$ cat src/rtl/imem_loader_pkg.sv
// imem_loader_pkg: shared FSM encoding and packing constants for the instruction-memory loader
package imem_loader_pkg;
  typedef enum logic [1:0] {
    IDLE    = 2'd0,
    COLLECT = 2'd1,
    WRITE   = 2'd2,
    DONE    = 2'd3
  } state_t;
  localparam int LD_BYTES_PER_WORD = 4;
endpackage

$ cat src/rtl/imem_loader_if.sv
// imem_loader_if: byte-stream load port plus IM write port; master = stream source/IM side, slave = loader
interface imem_loader_if #(parameter int ADDR_W = 8);
  logic              ld_start;
  logic [ADDR_W:0]   ld_len;
  logic              ld_byte_valid;
  logic [7:0]        ld_byte;
  logic              ld_byte_ready;
  logic              im_wr_en;
  logic [31:0]       im_wr_addr;
  logic [31:0]       im_wr_data;
  logic              ld_busy;
  logic              ld_done;
  logic              ld_err;
  logic              cpu_hold;
  modport master (
    output ld_start, ld_len, ld_byte_valid, ld_byte,
    input  ld_byte_ready, im_wr_en, im_wr_addr, im_wr_data, ld_busy, ld_done, ld_err, cpu_hold
  );
  modport slave (
    input  ld_start, ld_len, ld_byte_valid, ld_byte,
    output ld_byte_ready, im_wr_en, im_wr_addr, im_wr_data, ld_busy, ld_done, ld_err, cpu_hold
  );
endinterface

$ cat src/rtl/imem_loader.sv
// imem_loader: packs a little-endian byte stream into 32-bit words and writes them sequentially into the IM (clk, async active-low rst_n, bus = slave side of imem_loader_if)
module imem_loader
  import imem_loader_pkg::*;
#(
  parameter int          ADDR_W = 8,
  parameter logic [31:0] BASE   = 32'h0
) (
  input logic          clk,
  input logic          rst_n,
  imem_loader_if.slave bus
);
  state_t          state;
  logic [1:0]      cnt;
  logic [ADDR_W:0] idx;
  logic [ADDR_W:0] len;
  logic            wr_en;
  logic [31:0]     addr;
  logic [31:0]     data;
  logic            err;
  logic            too_long;
  assign too_long = bus.ld_len[ADDR_W] && |bus.ld_len[ADDR_W-1:0];
  always_ff @(posedge clk or negedge rst_n) begin
    if (!rst_n) begin
      state <= IDLE;
      cnt   <= '0;
      idx   <= '0;
      len   <= '0;
      wr_en <= 1'b0;
      addr  <= BASE;
      data  <= '0;
      err   <= 1'b0;
    end else begin
      wr_en <= 1'b0;
      case (state)
        IDLE, DONE: if (bus.ld_start) begin
          err   <= too_long;
          len   <= bus.ld_len;
          idx   <= '0;
          cnt   <= '0;
          state <= (bus.ld_len == '0 || too_long) ? DONE : COLLECT;
        end
        COLLECT: if (bus.ld_byte_valid) begin
          data[{cnt, 3'b000} +: 8] <= bus.ld_byte;
          cnt <= cnt + 2'd1;
          if (cnt == 2'(LD_BYTES_PER_WORD - 1)) begin
            state <= WRITE;
            wr_en <= 1'b1;
            addr  <= BASE + 32'({idx, 2'b00});
          end
        end
        WRITE: if (idx + 1'b1 == len) state <= DONE;
        else begin
          idx   <= idx + 1'b1;
          state <= COLLECT;
        end
        default: state <= IDLE;
      endcase
    end
  end
  assign bus.ld_byte_ready = state == COLLECT;
  assign bus.ld_busy       = state == COLLECT || state == WRITE;
  assign bus.cpu_hold      = bus.ld_busy;
  assign bus.ld_done       = state == DONE;
  assign bus.ld_err        = err;
  assign bus.im_wr_en      = wr_en;
  assign bus.im_wr_addr    = addr;
  assign bus.im_wr_data    = data;
endmodule
$ cat src/flat_wrapper.sv
// flat-port wrapper written by rule: the top's interface ports become plain ports
module imem_loader_flat import imem_loader_pkg::*;
#(
  parameter int          ADDR_W = 8,
  parameter logic [31:0] BASE   = 32'h0
)
  (clk, rst_n, bus_ld_start, bus_ld_len, bus_ld_byte_valid, bus_ld_byte, bus_ld_byte_ready, bus_im_wr_en, bus_im_wr_addr, bus_im_wr_data, bus_ld_busy, bus_ld_done, bus_ld_err, bus_cpu_hold);
  imem_loader_if #(.ADDR_W(ADDR_W)) bus_i ();
  input logic clk;
  input logic rst_n;
  input wire logic [$bits(bus_i.ld_start)-1:0] bus_ld_start;
  input wire logic [$bits(bus_i.ld_len)-1:0] bus_ld_len;
  input wire logic [$bits(bus_i.ld_byte_valid)-1:0] bus_ld_byte_valid;
  input wire logic [$bits(bus_i.ld_byte)-1:0] bus_ld_byte;
  output wire logic [$bits(bus_i.ld_byte_ready)-1:0] bus_ld_byte_ready;
  output wire logic [$bits(bus_i.im_wr_en)-1:0] bus_im_wr_en;
  output wire logic [$bits(bus_i.im_wr_addr)-1:0] bus_im_wr_addr;
  output wire logic [$bits(bus_i.im_wr_data)-1:0] bus_im_wr_data;
  output wire logic [$bits(bus_i.ld_busy)-1:0] bus_ld_busy;
  output wire logic [$bits(bus_i.ld_done)-1:0] bus_ld_done;
  output wire logic [$bits(bus_i.ld_err)-1:0] bus_ld_err;
  output wire logic [$bits(bus_i.cpu_hold)-1:0] bus_cpu_hold;
  assign bus_i.ld_start = bus_ld_start;
  assign bus_i.ld_len = bus_ld_len;
  assign bus_i.ld_byte_valid = bus_ld_byte_valid;
  assign bus_i.ld_byte = bus_ld_byte;
  assign bus_ld_byte_ready = bus_i.ld_byte_ready;
  assign bus_im_wr_en = bus_i.im_wr_en;
  assign bus_im_wr_addr = bus_i.im_wr_addr;
  assign bus_im_wr_data = bus_i.im_wr_data;
  assign bus_ld_busy = bus_i.ld_busy;
  assign bus_ld_done = bus_i.ld_done;
  assign bus_ld_err = bus_i.ld_err;
  assign bus_cpu_hold = bus_i.cpu_hold;
  imem_loader #(.ADDR_W(ADDR_W), .BASE(BASE)) u_core (.clk(clk), .rst_n(rst_n), .bus(bus_i));
endmodule
$ cat config.mk
export PLATFORM = sky130hd
export DESIGN_NAME = imem_loader_flat
export DESIGN_NICKNAME = d
export VERILOG_FILES = /design/src/rtl/imem_loader_pkg.sv /design/src/rtl/imem_loader_if.sv /design/src/rtl/imem_loader.sv /design/src/flat_wrapper.sv
export SDC_FILE = /design/constraint.sdc
export NUM_CORES = 1
export LEC_CHECK = 0
export ABC_AREA = 1
export BUFFER_PORTS_ARGS = -buffer_cell sky130_fd_sc_hd__buf_4
export CORE_ASPECT_RATIO = 1.2
export CORE_MARGIN = 2
export CORE_UTILIZATION = 55
export CTS_BUF_LIST = sky130_fd_sc_hd__clkbuf_8
export CTS_CLUSTER_DIAMETER = 50
export DETAILED_ROUTE_END_ITERATION = 8
export PLACE_DENSITY = 0.83
export SLEW_MARGIN = 20
export SYNTH_ARGS = -nofsm -noshare
export SYNTH_HDL_FRONTEND = slang
export SYNTH_SLANG_ARGS = --single-unit
export TNS_END_PERCENT = 10
$ cat constraint.sdc
create_clock -name clk -period 3.87 [get_ports clk]
set_clock_uncertainty 0.05 [all_clocks]
set_input_delay 0.774 -clock clk [delete_from_list [all_inputs] [get_ports clk]]
set_output_delay 0.774 -clock clk [all_outputs]
set_load 0.1 [all_outputs]
## Yosys cells after proc, flatten, opt, wreduce, memory -nomap -nowiden

Index checks and enable logic that the tools add are counted.

- Shifts and indexed selects: 2
- Reductions and logical operators: 15
- $add $sub $neg: 3
- Equal/unequal tests: 9
- Muxes and demuxes: 16

Operators with widths:

| cell | number |
|---|---|
| bitwise mux 32 bit | 1 |
| variable shift 8 x 7 -> 32 bit (first input constant) | 1 |
| indexed part select 8 x 7 -> 32 bit | 1 |
| two-way mux 9 bit | 2 |
| one-hot mux 9 bit (2 select lines) | 1 |
| two-way mux 2 bit | 7 |
| AND reduction 3 bit | 4 |
| adder 9 x 1 -> 9 bit (second input constant) | 1 |
| == test 9 bit | 1 |
| zero test 9 bit | 1 |
| OR reduction 8 bit | 1 |
| negator 5 -> 7 bit | 1 |
| == test 2 bit (second input constant) | 3 |
| inequality test 2 bit (second input constant) | 3 |
| one-hot mux 2 bit (3 select lines) | 1 |
| one-hot mux 2 bit (2 select lines) | 1 |
| AND reduction 2 bit | 2 |
| nonzero test 2 bit | 2 |
| two-way mux 1 bit | 3 |
| adder 2 x 1 -> 2 bit (second input constant) | 1 |
| == test 2 x 1 -> 1 bit (second input constant) | 1 |
| zero test 2 bit | 1 |
| logical OR 1 bit | 2 |
| inequality test 2 x 1 -> 1 bit (second input constant) | 1 |
| other kinds (2) | 2 |

- Logic and storage cells: 53
- Input port bits: 21
- Register bits after elaboration: 65

## Depth between registers and ports, before layout

- Word-level depth: 6
- Depth in mapped cells: 14

## Worst setup path before layout

No wires, ideal clock.

- Path type: register -> output
- Start: register u_core.state[0]
- End: output bus_ld_busy
- Slack: 1.231 ns
- Cell stages (with the launch flop): 5
- Buffers on the path: 1
- Arrival time: 1.815 ns
- Data required time: 3.046 ns
- Path through: dfrtp_1 -> inv_1 -> ha_1 -> inv_1 -> buf_4

- Longest elaborated chain between the ends: 2

RTL lines:

| item | RTL line | text |
|---|---|---|
| start, declared | imem_loader.sv:12 | `state_t state;` |
| start signal, assigned | imem_loader.sv:40 | `state <= (bus.ld_len == '0 \|\| too_long) ? DONE : COLLECT;` |
| == test 2 x 1 -> 1 bit / == test 2 bit (equally long branches) | imem_loader.sv:61 | `assign bus.ld_busy = state == COLLECT \|\| state == WRITE;` |
| logical OR 1 bit * | imem_loader.sv:61 |  |
| end, declared | flat_wrapper.sv:19 | `output wire logic [$bits(bus_i.ld_busy)-1:0] bus_ld_busy;` |

Mark *: on every way between the ends. The rest lies on a longest branch, timed or not.

## Final worst setup path

Ends and elaborated chain as after synthesis.

==> metrics.txt <==
largest net degree at the start of global routing 66; Tcrit/Tclk final 63.9%; chip height 90.2 µm; antenna violations before repair 0; Worst EP required 3050 ps; H-tree level count 3; post-synthesis cell area 3410 µm²; Final Worst Setup Slack 1400 ps; Core Footprint 6010 µm²; share of layout cells above drive strength 1 20.1%; Gates resized, CTS repair 0; Slew Viols, Final 0; Pleak 2.23 nW; nets 516; Syn Area/Cell 8.21 µm²; Area Growth Syn to Fin 19.7%; first-pass GRT wire length 12,800 µm; Antenna Nets Post-Route 0; Placement Rows 31; commonest cells after routing, fill and taps aside nand2_1, buf_4, dfrtp_1, o21ai_0, nand3_1; TNS Setup 0 ps; Post-route DRC 0; critical path startpoint category register; vias in the first global route 2,856; maximum clock path buffer count 2; Hold Vio Cnt, Final 0; initial core utilization 56.7%; first drt pass iteration count 7; vias 3,021; GRT Residual Overflow 0; hold_buf cts 0; GRT Resource Usage Total 24.4%; CTS sink count 65; synth unique cells 29; Power Dens Cells 788 nW/µm²; Worst setup EP type primary output; Final setup viols 0; Worst Hold Class register to register; routed length per instance 14.0 µm; CTS buffer count 9; warnings from Yosys 0; root buf cell clkbuf_8; RSZ-0062 raised after global routing no; Final min period 2470 ps; Worst EP arrival 1650 ps; hold slack final 438 ps; Slew @ Worst Pin 816 ps; Die W 75.9 µm; Slew HR 45.4%; number of port buffers 67; Fill cells 518; Crit Path Max Fanout 5; Vias/cell 5.31; dpl hpwl 5830 µm; clk_lat worst skew 340 ps; Max-Cap Viols 0; Die Footprint 6840 µm²; Placer Congestion 0.895; Setup Buffers After CTS 0; status complete, no violations; Synth Register Bits 65; ANT cells 0; Setup CP Type register to primary output; Final Total Pwr 3.21 mW; most common cell after layout, fill and taps aside nand2_1; CTS tree built; peak supply drop 623 µV; max frequency 404 MHz; Post-Place Worst Slack 1580 ps; Synth Instances 415; Routed WL 7980 µm; Clock transition at path regs 70 ps; # IOs 91; sequential area share after synthesis 47.7%; 1st-iter DRT viols 169
cell families after synthesis:
| group | synth area share, % |
|---|---|
| AOI/OAI and AO/OA | 9.66 |
| adders and majority gates | 4.41 |
| DFF | 47.7 |
| and+or+nand+nor | 25.3 |
| other | 0.110 |
| muxes | 0.991 |
| xor gates and xnor gates | 0.918 |
| buffers and inverters | 10.9 |
worst paths after layout:
check	cells past startpoint	slack [ps]	start	end
min	2	440	u_core.bus.im_wr_addr[7]	u_core.bus.im_wr_addr[7]
min in group asynchronous	1	470	rst_n	u_core.bus.im_wr_addr[9]
max reg2reg	8	1500	u_core.state[0]	u_core.idx[6]
min reg2reg	2	440	u_core.bus.im_wr_addr[7]	u_core.bus.im_wr_addr[7]
max in group asynchronous	1	2770	rst_n	u_core.bus.im_wr_data[15]
max	4	1400	u_core.state[0]	bus_ld_busy
through the flow:
step | cell area (µm²) | cells | utilization, %
after global placement | 3880 | 554 | 64.6
final | 4080 | 569 | 67.8
after floorplan | 3490 | 437 | -
after global routing | 4080 | 569 | 67.8
after detailed placement | 3880 | 554 | 64.6
after CTS | 4080 | 569 | 67.8
metal layers:
metal  part of all wire [%]  vias up  GRT usage, %
met5                      0        -             0
met2                     53      127          41.2
met1                     39     1427          29.5
met3                    6.3       25          5.04
li1                       -     1442             -
met4                    2.5        0          9.65
power breakdown:
part	internal, mW	total, mW	switching, mW
registers	0.816	0.919	0.103
clock network	0.324	0.573	0.249
logic	0.346	1.72	1.37
worst max-delay path, stage by stage, from the launching register on:
cell and delay, ps:
dfrtp_1 430, inv_1 70, ha_1 340, inv_1 150
buf_4 320
state kept, by name, indices dropped and copies added, names as in the netlist:
name	flops
u_core.state	2
u_core.cnt	2
u_core.bus.im_wr_en	1
u_core.len	9
u_core.idx	9
u_core.bus.im_wr_data	32
u_core.bus.im_wr_addr	9
u_core.bus.ld_err	1
final cells by class:
cell class / count / area, µm² / area share [%]
Sequential cell: 65 / 1630 / 39.9
Multi-Input combinational cell: 299 / 1490 / 36.6
Timing Repair Buffer: 68 / 510 / 12.5
Clock buffer: 11 / 151 / 3.71
Inverter: 40 / 150 / 3.68
Tap cell: 82 / 103 / 2.52
Clock inverter: 4 / 45.0 / 1.10
Yosys cell counts:
cell type,instances,share of area (%)
clkbuf_1,8,0.88
inv_1,36,4.0
nor2_1,33,3.6
buf_4,24,5.3
nand3_1,41,6.0
dfrtp_1,65,48
xor2_1,1,0.26
a21oi_1,10,1.5
mux2_2,3,0.99
o21ai_1,2,0.29
o21ai_0,49,7.2
nand2_1,96,11
nand4_2,1,0.37
nand4_1,11,2.0
nor2_4,2,0.66
o21bai_1,1,0.22
o32ai_1,1,0.26
buf_6,1,0.33
clkinv_1,1,0.11
nor3_1,1,0.15
nand2_2,6,1.1
conb_1,1,0.11
xnor3_1,1,0.66
or2_2,1,0.18
o211ai_1,1,0.22
nor4_1,2,0.37
inv_2,3,0.33
nor2_2,1,0.18
ha_1,12,4.4
Note: power is estimated with default switching activity, not from simulation.
